[src/rtl/axis_vlan_tag_encoder_pkg.sv]
// -----------------------------------------------------------------------------
// axis_vlan_tag_encoder_pkg
//   Shared Ethernet bus definitions used by the egress VLAN tag encoder.
//   - vlan_t            : 12-bit 802.1Q VLAN identifier
//   - ETH_TPID_8021Q    : tag protocol identifier for C-tagged frames
//   - vlan_enc_state_t  : per-frame encoder state
//   - vlan_tag_word()   : builds the 32-bit tag word {TPID, PCP, DEI, VID}
// -----------------------------------------------------------------------------
package axis_vlan_tag_encoder_pkg;

    typedef logic [11:0] vlan_t;

    localparam logic [15:0] ETH_TPID_8021Q = 16'h8100;

    typedef enum logic [2:0] {
        IDLE,
        HDR,
        TAG,
        BODY,
        DROP
    } vlan_enc_state_t;

    // PCP and DEI are always zero on egress; priority is not remarked here.
    function automatic logic [31:0] vlan_tag_word(input logic [15:0] tpid, input vlan_t vid);
        return {tpid, 3'b000, 1'b0, vid};
    endfunction

endpackage

[src/rtl/axis_vlan_tag_encoder.sv]
// -----------------------------------------------------------------------------
// axis_vlan_tag_encoder
//   Per-port egress VLAN tagger on a 32-bit AXI4-Stream path. Each frame is
//   sent untagged (VLAN == native), tagged with an 802.1Q header inserted after
//   the source MAC (trunk port, non-native VLAN) or dropped.
//
// Ports:
//   clk, rst            fabric clock, asynchronous active-high reset
//   rx_*                input stream (tuser = VLAN ID, valid on first beat)
//   port_vlan, is_trunk port configuration, sampled on each frame's first beat
//   tx_*                output stream, single register stage
//                       (tx_tuser = 1 on tlast of a runt tagged frame)
//   dropped_count       saturating count of dropped frames
// -----------------------------------------------------------------------------
module axis_vlan_tag_encoder
    import axis_vlan_tag_encoder_pkg::*;
#(
    parameter logic [15:0] TPID           = ETH_TPID_8021Q,
    parameter int          DROP_CTR_WIDTH = 16
) (
    input  logic                      clk,
    input  logic                      rst,
    input  logic                      rx_tvalid,
    output logic                      rx_tready,
    input  logic [31:0]               rx_tdata,
    input  logic [3:0]                rx_tkeep,
    input  logic                      rx_tlast,
    input  logic [11:0]               rx_tuser,
    input  logic [11:0]               port_vlan,
    input  logic                      is_trunk,
    output logic                      tx_tvalid,
    input  logic                      tx_tready,
    output logic [31:0]               tx_tdata,
    output logic [3:0]                tx_tkeep,
    output logic                      tx_tlast,
    output logic                      tx_tuser,
    output logic [DROP_CTR_WIDTH-1:0] dropped_count
);

    localparam logic [DROP_CTR_WIDTH-1:0] DROP_ONE = 1;

    vlan_enc_state_t            state_q, state_d;
    vlan_t                      vlan_q, vlan_d;
    logic [1:0]                 word_cnt_q, word_cnt_d;
    logic [DROP_CTR_WIDTH-1:0]  drop_cnt_q, drop_cnt_d;

    logic                       tx_tvalid_q, tx_tvalid_d;
    logic [31:0]                tx_tdata_q, tx_tdata_d;
    logic [3:0]                 tx_tkeep_q, tx_tkeep_d;
    logic                       tx_tlast_q, tx_tlast_d;
    logic                       tx_tuser_q, tx_tuser_d;

    logic                       out_free;
    logic                       ready_st;
    logic                       rx_fire;

    // Output register can take a new beat this cycle.
    assign out_free = !tx_tvalid_q || tx_tready;

    always_comb begin
        case (state_q)
            TAG:     ready_st = 1'b0;   // tag word occupies the output, input waits
            DROP:    ready_st = 1'b1;   // discard at line rate regardless of output
            default: ready_st = out_free;
        endcase
    end

    // Held low throughout reset so nothing is accepted before state is defined.
    assign rx_tready = !rst && ready_st;
    assign rx_fire   = rx_tvalid && rx_tready;

    always_comb begin
        state_d     = state_q;
        vlan_d      = vlan_q;
        word_cnt_d  = word_cnt_q;
        drop_cnt_d  = drop_cnt_q;
        // Output register: drains on tready, otherwise holds its beat.
        tx_tvalid_d = tx_tvalid_q && !tx_tready;
        tx_tdata_d  = tx_tdata_q;
        tx_tkeep_d  = tx_tkeep_q;
        tx_tlast_d  = tx_tlast_q;
        tx_tuser_d  = tx_tuser_q;

        // Forwarding values; only take effect where tx_tvalid_d is set below.
        if (rx_fire) begin
            tx_tdata_d = rx_tdata;
            tx_tkeep_d = rx_tkeep;
            tx_tlast_d = rx_tlast;
            tx_tuser_d = 1'b0;
        end

        case (state_q)
            IDLE: begin
                if (rx_fire) begin
                    if (rx_tuser == port_vlan) begin
                        tx_tvalid_d = 1'b1;
                        if (!rx_tlast) state_d = BODY;
                    end else if (is_trunk) begin
                        tx_tvalid_d = 1'b1;
                        vlan_d      = rx_tuser;
                        if (rx_tlast) begin
                            tx_tuser_d = 1'b1;          // single-beat runt
                        end else begin
                            state_d    = HDR;
                            word_cnt_d = 2'd1;
                        end
                    end else begin
                        // Dropped: restore the output register contents.
                        tx_tdata_d = tx_tdata_q;
                        tx_tkeep_d = tx_tkeep_q;
                        tx_tlast_d = tx_tlast_q;
                        tx_tuser_d = tx_tuser_q;
                        if (rx_tlast) begin
                            if (drop_cnt_q != '1) drop_cnt_d = drop_cnt_q + DROP_ONE;
                        end else begin
                            state_d = DROP;
                        end
                    end
                end
            end
            HDR: begin
                if (rx_fire) begin
                    tx_tvalid_d = 1'b1;
                    word_cnt_d  = word_cnt_q + 2'd1;
                    if (rx_tlast) begin
                        tx_tuser_d = 1'b1;              // frame ended inside the MACs
                        state_d    = IDLE;
                    end else if (word_cnt_q == 2'd2) begin
                        state_d = TAG;                  // bytes 8..11 done: SA complete
                    end
                end
            end
            TAG: begin
                if (out_free) begin
                    tx_tvalid_d = 1'b1;
                    tx_tdata_d  = vlan_tag_word(TPID, vlan_q);
                    tx_tkeep_d  = 4'hF;
                    tx_tlast_d  = 1'b0;
                    tx_tuser_d  = 1'b0;
                    state_d     = BODY;
                end
            end
            BODY: begin
                if (rx_fire) begin
                    tx_tvalid_d = 1'b1;
                    if (rx_tlast) state_d = IDLE;
                end
            end
            DROP: begin
                // Input fire must not disturb the output register here.
                tx_tdata_d = tx_tdata_q;
                tx_tkeep_d = tx_tkeep_q;
                tx_tlast_d = tx_tlast_q;
                tx_tuser_d = tx_tuser_q;
                if (rx_fire && rx_tlast) begin
                    if (drop_cnt_q != '1) drop_cnt_d = drop_cnt_q + DROP_ONE;
                    state_d = IDLE;
                end
            end
            default: state_d = IDLE;
        endcase
    end

    always_ff @(posedge clk or posedge rst) begin
        if (rst) begin
            state_q     <= IDLE;
            vlan_q      <= '0;
            word_cnt_q  <= '0;
            drop_cnt_q  <= '0;
            tx_tvalid_q <= 1'b0;
            tx_tdata_q  <= '0;
            tx_tkeep_q  <= '0;
            tx_tlast_q  <= 1'b0;
            tx_tuser_q  <= 1'b0;
        end else begin
            state_q     <= state_d;
            vlan_q      <= vlan_d;
            word_cnt_q  <= word_cnt_d;
            drop_cnt_q  <= drop_cnt_d;
            tx_tvalid_q <= tx_tvalid_d;
            tx_tdata_q  <= tx_tdata_d;
            tx_tkeep_q  <= tx_tkeep_d;
            tx_tlast_q  <= tx_tlast_d;
            tx_tuser_q  <= tx_tuser_d;
        end
    end

    assign tx_tvalid     = tx_tvalid_q;
    assign tx_tdata      = tx_tdata_q;
    assign tx_tkeep      = tx_tkeep_q;
    assign tx_tlast      = tx_tlast_q;
    assign tx_tuser      = tx_tuser_q;
    assign dropped_count = drop_cnt_q;

endmodule
[config.mk]
export PLATFORM = sky130hd
export DESIGN_NAME = axis_vlan_tag_encoder
export DESIGN_NICKNAME = d
export VERILOG_FILES = /design/src/rtl/axis_vlan_tag_encoder_pkg.sv /design/src/rtl/axis_vlan_tag_encoder.sv
export SDC_FILE = /design/constraint.sdc
export NUM_CORES = 1
export LEC_CHECK = 0
export ABC_CLOCK_PERIOD_IN_PS = 5900
export CELL_PAD_IN_SITES_DETAIL_PLACEMENT = 1
export CELL_PAD_IN_SITES_GLOBAL_PLACEMENT = 2
export CORE_MARGIN = 5
export CORE_UTILIZATION = 30
export CTS_CLUSTER_DIAMETER = 150
export DETAILED_ROUTE_END_ITERATION = 10
export GPL_TIMING_DRIVEN = 0
export PLACE_DENSITY_LB_ADDON = 0.25
export SYNTH_ARGS = -nofsm -noshare
export SYNTH_HDL_FRONTEND = slang
export SYNTH_SLANG_ARGS = --single-unit
[constraint.sdc]
create_clock -name clk -period 5.9 [get_ports clk]
set_clock_uncertainty 0.05 [all_clocks]
set_input_delay 1.18 -clock clk [delete_from_list [all_inputs] [get_ports clk]]
set_output_delay 1.18 -clock clk [all_outputs]
set_load 0.02 [all_outputs]
==> impl_metrics.tcl, run 1 <==
set metrics [dict create \
    clock_latency_ns 0.33 \
    drive_gt1_frac 0.155 \
    grtUsageTotal 0.157 \
    clock-sinks 72 \
    clk_pin_slew_worst_paths_ns 0.05 \
    cts.hold.buffers_added 0 \
    async_flop_share 1.00 \
    io_buffer_count 120 \
    slew_violations 0 \
    dp_hpwl_mm 7.47 \
    fin_area_um2 5190 \
    setup_tns_ns 0 \
    power_leakage_nw 2.22 \
    rsz0062_at_grt "no" \
    post_cts_buffers 0 \
    cp.arrival_ns 2.83 \
    hold_viol 0 \
    grt_max_degree 42 \
    cp-startpoint "tx_tready" \
    ys_ff_latch 72 \
    drt-vias-per-instance 4.87 \
    synth_area_leaders "dfrtp_1, xnor2_1, mux2i_1" \
    gp_congestion 0.791 \
    die_area_um2 13600 \
    multiInputGateArea_um2 1500 \
    p_comb_frac 0.406 \
    vias 2838 \
    dieHeight_um 117 \
    grt_pass1_vias 3142 \
    dpl_cell_area_um2 4830 \
    areaGrowthSynthToFinish_pct 51.6 \
    n_fill_cell 1238 \
    routed_wirelength_mm 10.1 \
    core_um2 11300 \
    wire_per_inst_um 17.3 \
    pwr-share-clk 0.266 \
    switching_share 0.334 \
    fin_crit_ns 4.06 \
    relSlewSlack 0.506 \
    avgSynthCellArea_um2 11.3 \
    p_switching_uw 806 \
    synth_edf_count 0 \
    synth_area_um2 3420 \
    cp.required_ns 4.67 \
    seq_area_frac_synth 0.527 \
    diodes 0 \
    status "complete, no violations" \
    fmax_mhz 247 \
    yosys_warnings 0 \
    ys.flop_type "dfrtp_1" \
    cts-root-buf "clkbuf_16" \
    grt_overflow 0 \
    post_cts_resized 0 \
    drc 0 \
    tightest_slew_ns 0.737 \
    synth_cell_types 47 \
    antenna_found_initial 0 \
    cts_max_level 3 \
    finalNetCount 503 \
    cts_buffers 9 \
    ioPinCount 122 \
    regArea_um2 1800 \
    start_util 0.302 \
    clk_path_buf_depth 2 \
    p_int_mw 1.61 \
    syn_nets 371 \
    ant_nets 0 \
    chipWidth_um 117 \
    crit_type "in2out" \
    synth.largest_area_cell "dfrtp_1" \
    synth_most_common_cell "dfrtp_1" \
    grt_first_pass_wirelength_mm 16.6 \
    min_period_over_period 0.687 \
    worst_setup_path_start_kind "input port" \
    setup_viol 0 \
    end_kind "primary output" \
    drt_iter0_markers 95 \
    critPathMaxFanout 6 \
    reg2reg_from "state_q[0]$_DFFE_PP0P_" \
    p_per_area_nw_per_um2 466 \
    min-delay-start "word_cnt_q[0]$_DFFE_PP0P_" \
    synth_common_cells "dfrtp_1, nor2_1, xnor2_1" \
    ir_drop_uv 202 \
    netlist_instances 303 \
    cts_tree "built" \
    num_rows 39 \
    firstDrtPassIters 4 \
    hold_class "reg2reg" \
    drv_cap 0 \
    p_seq_frac 0.327 \
    synth_top_area_share 0.527 \
]
[layout make-up]
class / count / area share
multi-input cells: 207 / 0.289
inverters: 8 / 0.00627
repair buffers: 121 / 0.237
well taps: 143 / 0.0345
flip-flops and latches: 72 / 0.347
plain buffers: 16 / 0.0174
clock buffers: 11 / 0.0487
clock inverters: 5 / 0.0198
[through the flow]
step | hold slack (ns) | setup slack [ns] | std cells | utilization | total power [mW]
5_1_grt | 0.462 | 1.73 | 583 | 0.458 | 2.57
6_report | 0.433 | 1.84 | 583 | 0.458 | 2.41
2_1_floorplan | 0.408 | 2.83 | 303 | - | 1.34
3_5_place_dp | 0.433 | 1.84 | 567 | 0.427 | 1.79
4_1_cts | 0.440 | 1.84 | 583 | 0.458 | 2.45
3_3_place_gp | 0.429 | 1.36 | 566 | 0.424 | 1.77
[power by group through the flow]
stage	combinational [mW]	sequential, mW	clock, mW
floorplan	0.388	0.947	0
global placement	0.978	0.789	0
detailed placement	0.991	0.796	0
CTS	0.998	0.794	0.662
global route	1.07	0.816	0.689
finish	0.982	0.790	0.643
[cells in the final DEF (no fill, tap or decap), types with 4 or more instances in the layout]
cell,synthesis,routed
nor2_1,36,36
clkdlybuf4s50_1,0,120
nand2b_1,14,14
o21ai_0,5,5
nand3_1,8,8
xnor2_1,26,26
and3_1,4,4
dfrtp_1,72,72
mux2_2,13,13
clkbuf_16,0,9
inv_1,8,7
o221a_2,12,12
nand4_1,11,11
a21oi_1,10,10
buf_2,9,9
mux2i_1,18,18
nand2_1,11,11
[metal layers]
layer / share of wire / up-vias / global-route usage
met5: 0 / - / 0
met4: 0.022 / 0 / 0.0703
met3: 0.065 / 19 / 0.0560
met2: 0.49 / 76 / 0.247
met1: 0.42 / 1404 / 0.196
li1: - / 1339 / -
[cell families after synthesis]
family,after synthesis,share of synthesized area
xor+xnor,27,0.0691
mux,31,0.0955
fa+ha+maj,2,0.00731
flops,72,0.527
simple gates,104,0.166
compound gates,43,0.101
buf+inv,24,0.0351
[path summary, 6_finish.rpt]
kind / endpoint / slack [ns] / cells past startpoint
max: rx_tready / 1.84 / 5
min: word_cnt_q[0]$_DFFE_PP0P_ / 0.43 / 1
max reg2reg: tx_tdata[20]$_DFFE_PP0P_ / 3.44 / 7
min reg2reg: word_cnt_q[0]$_DFFE_PP0P_ / 0.43 / 1
max in group asynchronous: tx_tkeep[2]$_DFFE_PP0P_ / 3.99 / 3
min in group asynchronous: state_q[2]$_DFFE_PP0P_ / 1.25 / 2
[sequential cells by signal (all words and copies together), names as in the netlist]
register,cells
dropped_count,16
state_q,3
tx_tdata,32
tx_tkeep,4
tx_tlast,1
tx_tuser,1
tx_tvalid,1
vlan_q,12
word_cnt_q,2
[critical path, stage by stage]
cell and delay [ns]:
clkdlybuf4s50_1 0.47, nand2b_1 0.23, o21ai_0 0.14, a21oi_1 0.19, clkdlybuf4s50_1 0.62
No activity file was read; power rests on OpenSTA's default activity.
==> inputs of run 2 (changes only) <==
--- a/config.mk
+++ b/config.mk
@@ -5,11 +5,11 @@
 export SDC_FILE = /design/constraint.sdc
 export NUM_CORES = 1
 export LEC_CHECK = 0
-export ABC_CLOCK_PERIOD_IN_PS = 5900
+export ABC_CLOCK_PERIOD_IN_PS = 3700
 export CELL_PAD_IN_SITES_DETAIL_PLACEMENT = 1
 export CELL_PAD_IN_SITES_GLOBAL_PLACEMENT = 2
 export CORE_MARGIN = 5
-export CORE_UTILIZATION = 30
+export CORE_UTILIZATION = 25
 export CTS_CLUSTER_DIAMETER = 150
 export DETAILED_ROUTE_END_ITERATION = 10
 export GPL_TIMING_DRIVEN = 0
==> constraint.sdc (replaced) <==
create_clock -name clk -period 3.7 [get_ports clk]
set_clock_uncertainty 0.05 [all_clocks]
set_input_delay 0.74 -clock clk [delete_from_list [all_inputs] [get_ports clk]]
set_output_delay 0.74 -clock clk [all_outputs]
set_load 0.02 [all_outputs]
==> run 2 against run 1 <==
Against the previous run:
- hold slack better by 0.012 ns
- cell area down 0.89%
- global-route usage down 2.3 points
- final cell count is 5.7% higher
- count of clock-buffer cells in the layout grew 2
- worst setup slack worse by 1.3 ns
- sequential power increased by 59%
- critical path type unchanged
- largest cell class unchanged
==> impl_metrics.tcl, run 2 (synthesis gave the netlist of run 1 again) <==
set metrics [dict create \
    gr-usage-met2 0.224 \
    drv_cap 0 \
    tightest_slew_ns 0.741 \
    vias 2812 \
    clock_latency_ns 0.33 \
    fin_area_um2 5140 \
    min-delay-start "word_cnt_q[0]$_DFFE_PP0P_" \
    finalNetCount 503 \
    r2r-end "tx_tdata[17]$_DFFE_PP0P_" \
    hold_viol 0 \
    use_met3 0.0326 \
    relSlewSlack 0.503 \
    post_cts_resized 0 \
    regArea_um2 1800 \
    ioPinCount 122 \
    antenna_found_initial 0 \
    pre_cts_slack_ns 0.324 \
    grt_max_degree 43 \
    reg2reg_from "state_q[0]$_DFFE_PP0P_" \
    status "complete, no violations" \
    cts-root-buf "clkbuf_16" \
    wire_per_inst_um 17.0 \
    end_kind "primary output" \
    num_rows 42 \
    clk_pin_slew_worst_paths_ns 0.06 \
    cts_buffers 9 \
    firstDrtPassIters 4 \
    setup_viol 0 \
    drt-vias-per-instance 4.56 \
    critPathMaxFanout 6 \
    multiInputGateArea_um2 1500 \
    cts_tree "built" \
    p_total_mw 3.63 \
    dieHeight_um 127 \
    power_leakage_nw 2.17 \
    diodes 0 \
    routed_wirelength_mm 10.5 \
    top_usage_layer "met2" \
    min_period_over_period 0.854 \
    drt_iter0_markers 88 \
    setup_tns_ns 0 \
    final_common_cell "clkdlybuf4s50_1" \
    clk_path_buf_depth 2 \
    dpl_cell_area_um2 4870 \
    ff2ff_path_depth 7 \
    n_fill_cell 1502 \
    ir_drop_uv 249 \
    worst_setup_path_start_kind "input port" \
    cp.arrival_ns 2.37 \
    setup_ws_ns 0.541 \
    chipWidth_um 127 \
    die_area_um2 16100 \
    fin_crit_ns 3.16 \
    hold_class "reg2reg" \
    clock-sinks 72 \
    grt_pass1_vias 3084 \
    ant_nets 0 \
    dp_hpwl_mm 7.87 \
    cts.hold.buffers_added 0 \
    mostFrequentLayoutCells "clkdlybuf4s50_1, dfrtp_1, nor2_1, xnor2_1, mux2i_1" \
    drc 0 \
    cp.required_ns 2.91 \
    whs_endpoint "word_cnt_q[0]$_DFFE_PP0P_" \
    rsz0062_at_grt "no" \
    slew_violations 0 \
    fmax_mhz 317 \
    utilization 0.385 \
    cts_max_level 3 \
    largest_reg_flops 32 \
    grt_first_pass_wirelength_mm 16.9 \
    grtUsageTotal 0.134 \
    gp_congestion 0.785 \
    crit_type "in2out" \
    r2r_setup_slack_ns 1.25 \
    grt_overflow 0 \
    io_buffer_count 120 \
    core_um2 13300 \
    gr-usage-met1 0.167 \
    post_cts_buffers 0 \
    start_util 0.256 \
    p_per_area_nw_per_um2 707 \
    areaGrowthSynthToFinish_pct 50.3 \
    drive_gt1_frac 0.148 \
    min_path_cells 1 \
]
-- run 2: worst max-delay path: stages --
cell and delay (ns):
clkdlybuf4s50_1 0.47, nand2b_1 0.22, o21ai_0 0.12, a21oi_1 0.18
clkdlybuf4s50_1 0.63
-- run 2: worst max path at each step --
| stage | from | endpoint | slack, ns |
|---|---|---|---|
| final | tx_tready | rx_tready | 0.54 |
| after floorplan | rst | dropped_count[0]$_DFFE_PP0P_ | 1.09 |
| after detailed placement | rx_tuser[0] | tx_tdata[4]$_DFFE_PP0P_ | 0.32 |
| after CTS | tx_tready | rx_tready | 0.54 |
| after global placement | rst | tx_tdata[1]$_DFFE_PP0P_ | -0.48 |
| after global routing | tx_tready | rx_tready | 0.45 |
-- run 2: routing by layer --
metal | vias up | part of all wire
li1 | 1334 | -
met1 | 1411 | 0.44
met2 | 52 | 0.49
met3 | 15 | 0.044
met4 | 0 | 0.018
met5 | - | 0
-- run 2: final cells by class --
| type | count | share of cell area |
|---|---|---|
| Sequential cell | 72 | 0.351 |
| Inverter | 8 | 0.00633 |
| Timing Repair Buffer | 121 | 0.239 |
| Clock buffer | 13 | 0.0487 |
| Buffer | 16 | 0.0175 |
| Multi-Input combinational cell | 207 | 0.292 |
| Clock inverter | 3 | 0.00341 |
| Tap cell | 176 | 0.0428 |
-- run 2: report_power, final --
part	switching (mW)	leakage, nW	internal, mW	total [mW]
combinational	0.790	1.16	0.780	1.57
sequential	0.166	0.881	1.09	1.26
clock	0.336	0.130	0.471	0.806
-- run 2: metrics by stage --
| step | std cells | hold WS, ns |
|---|---|---|
| 2_1_floorplan | 303 | 0.408 |
| 3_3_place_gp | 599 | 0.428 |
| 3_5_place_dp | 600 | 0.435 |
| 4_1_cts | 616 | 0.446 |
| 5_1_grt | 616 | 0.470 |
| 6_report | 616 | 0.444 |
==> inputs of run 3 (changes only) <==
--- a/config.mk
+++ b/config.mk
@@ -5,11 +5,12 @@
 export SDC_FILE = /design/constraint.sdc
 export NUM_CORES = 1
 export LEC_CHECK = 0
+export ABC_AREA = 1
 export ABC_CLOCK_PERIOD_IN_PS = 3700
 export CELL_PAD_IN_SITES_DETAIL_PLACEMENT = 1
 export CELL_PAD_IN_SITES_GLOBAL_PLACEMENT = 2
 export CORE_MARGIN = 5
-export CORE_UTILIZATION = 25
+export CORE_UTILIZATION = 23
 export CTS_CLUSTER_DIAMETER = 150
 export DETAILED_ROUTE_END_ITERATION = 10
 export GPL_TIMING_DRIVEN = 0
==> run 3 against run 2 <==
Against the previous run:
- register-to-register slack improved by 0.28 ns
- critical endpoint unchanged
- routed wire length rose by 41%
- combinational power rose by 20%
- hold slack got worse by 0.0079 ns
- synthesized cell count rose by 95%
- final cell count rose by 55%
- worst setup slack improved by 0.13 ns
- sequential power rose by 4%
- largest cell class is now multi-input combinational cells
- maximum frequency rose by 4.2%
- critical path depth fell by 1
- utilization fell by 5.3 points
==> impl_metrics.tcl, run 3 <==
set metrics [dict create \
    synth_most_common_cell "nand2_1" \
    synth_area_um2 4160 \
    chipWidth_um 144 \
    async_flop_share 1.00 \
    cp.required_ns 2.91 \
    rsz0062_at_grt "no" \
    final_common_cell "nand2_1" \
    antenna_found_initial 0 \
    ys_ff_latch 72 \
    p_comb_frac 0.470 \
    p_per_area_nw_per_um2 673 \
    num_rows 49 \
    whs_endpoint "vlan_q[5]$_DFFE_PP0P_" \
    clock_latency_ns 0.34 \
    r2r-end "dropped_count[12]$_DFFE_PP0P_" \
    drt_iter0_markers 133 \
    pre_cts_slack_ns 0.676 \
    start_util 0.232 \
    hold_viol 0 \
    io_buffer_count 121 \
    dieHeight_um 144 \
    cp.arrival_ns 2.24 \
    tightest_slew_ns 0.556 \
    crit_type "in2out" \
    relSlewSlack 0.629 \
    seq_area_frac_synth 0.434 \
    avgSynthCellArea_um2 7.02 \
    drv_cap 0 \
    drive_gt1_frac 0.0564 \
    grt_pass1_vias 4650 \
    min_period_over_period 0.819 \
    pwr-share-clk 0.203 \
    p_total_mw 4.00 \
    post_cts_resized 0 \
    firstDrtPassIters 4 \
    p_int_mw 2.37 \
    synth_cell_types 28 \
    setup_tns_ns 0 \
    worst_setup_path_start_kind "input port" \
    routed_wirelength_mm 14.8 \
    fin_hold_ws_ns 0.436 \
    ant_nets 0 \
    drc 0 \
    yosys_warnings 0 \
    setup_ws_ns 0.669 \
    clock-sinks 72 \
    core_um2 17900 \
    synth_edf_count 0 \
    wire_per_inst_um 15.5 \
    syn_nets 660 \
    largest_reg_flops 32 \
    switching_share 0.408 \
    clk_path_buf_depth 2 \
    status "complete, no violations" \
    die_area_um2 20900 \
    min-delay-start "vlan_q[5]$_DFFE_PP0P_" \
    synth.largest_area_cell "dfrtp_1" \
    hold_class "reg2reg" \
    p_switching_mw 1.63 \
    fin_crit_ns 3.03 \
    cts_buffers 9 \
    slew_violations 0 \
    ff2ff_path_depth 10 \
    grt_first_pass_wirelength_mm 23.9 \
    finalNetCount 793 \
    dp_hpwl_mm 11.2 \
    drt-vias-per-instance 4.53 \
    min_path_cells 2 \
    ir_drop_uv 298 \
    cts_tree "built" \
    critPathMaxFanout 2 \
    mostFrequentLayoutCells "nand2_1, clkdlybuf4s50_1, dfrtp_1, inv_1, o21ai_0" \
    grt_max_degree 64 \
    diodes 0 \
    clk_pin_slew_worst_paths_ns 0.05 \
    ioPinCount 122 \
    synth_common_cells "nand2_1, dfrtp_1, inv_1" \
    synth_area_leaders "dfrtp_1, nand2_1, o21ai_0" \
    grt_overflow 0 \
    reg2reg_from "dropped_count[0]$_DFFE_PP0P_" \
    post_cts_buffers 0 \
    r2r_setup_slack_ns 1.53 \
    gp_congestion 0.814 \
    fmax_mhz 330 \
    end_kind "primary output" \
    n_fill_cell 2193 \
    grtUsageTotal 0.146 \
    cts_max_level 3 \
    vias 4334 \
    netlist_instances 592 \
    cts.hold.buffers_added 0 \
    power_leakage_nw 2.93 \
    ys.flop_type "dfrtp_1" \
    synth_top_area_share 0.434 \
    areaGrowthSynthToFinish_pct 43.1 \
    cts-root-buf "clkbuf_16" \
    p_seq_frac 0.327 \
    setup_viol 0 \
]
run 3: metrics by stage:
| step | area (um^2) | instances | util |
|---|---|---|---|
| floorplan | 4160 | 592 | - |
| global placement | 5650 | 942 | 0.316 |
| detailed placement | 5680 | 943 | 0.317 |
| CTS | 5940 | 956 | 0.332 |
| global route | 5940 | 956 | 0.332 |
| finish | 5940 | 956 | 0.332 |
run 3: metal layers:
| layer | global-route usage | wire length, um | vias to the layer above |
|---|---|---|---|
| met2 | 0.241 | 6930 | 87 |
| met5 | 0 | 0 | - |
| li1 | - | - | 2133 |
| met3 | 0.0370 | 744 | 15 |
| met1 | 0.187 | 6900 | 2099 |
| met4 | 0.0457 | 219 | 0 |
run 3: worst max-delay path by stage:
| stage | start | slack (ns) | depth (start not counted) | to |
|---|---|---|---|---|
| 3_5_place_dp | tx_tready | 0.68 | 5 | rx_tready |
| 2_1_floorplan | rst | 1.09 | 1 | dropped_count[0]$_DFFE_PP0P_ |
| 6_report | rst | 0.67 | 4 | rx_tready |
| 4_1_cts | tx_tready | 0.67 | 5 | rx_tready |
| 3_3_place_gp | rst | -0.53 | 2 | vlan_q[11]$_DFFE_PP0P_ |
| 5_1_grt | tx_tready | 0.59 | 5 | rx_tready |
run 3: power by group through the flow:
stage               clock, mW  sequential [mW]  combinational [mW]
floorplan                   0             1.52               0.867
global placement            0             1.31                1.83
detailed placement          0             1.33                1.90
CTS                     0.849             1.31                1.91
global route            0.873             1.35                2.10
finish                  0.811             1.31                1.88
run 3: logic make-up after synthesis:
family	count (synthesis)	synth area share
flip-flops	72	0.434
XOR/XNOR	19	0.0400
AND/OR/NAND/NOR	267	0.261
AO/OA/AOI/OAI	133	0.163
adder cells (fa/ha/maj)	2	0.00602
buffers and inverters	99	0.0964
run 3: worst max-delay path, cell delays in order:
cell and delay [ns]:
clkdlybuf4s50_1 0.50, a21oi_2 0.21, and2_1 0.18, clkdlybuf4s50_1 0.61
run 3: cell type report:
cell class / instances / area, um^2 / share of cell area
Multi-Input combinational cell: 421 / 1950 / 0.329
Sequential cell: 72 / 1800 / 0.303
Timing Repair Buffer: 122 / 1240 / 0.208
Tap cell: 229 / 287 / 0.0482
Inverter: 74 / 280 / 0.0471
Clock buffer: 12 / 256 / 0.0431
Buffer: 25 / 123 / 0.0206
Clock inverter: 1 / 5.00 / 0.000842
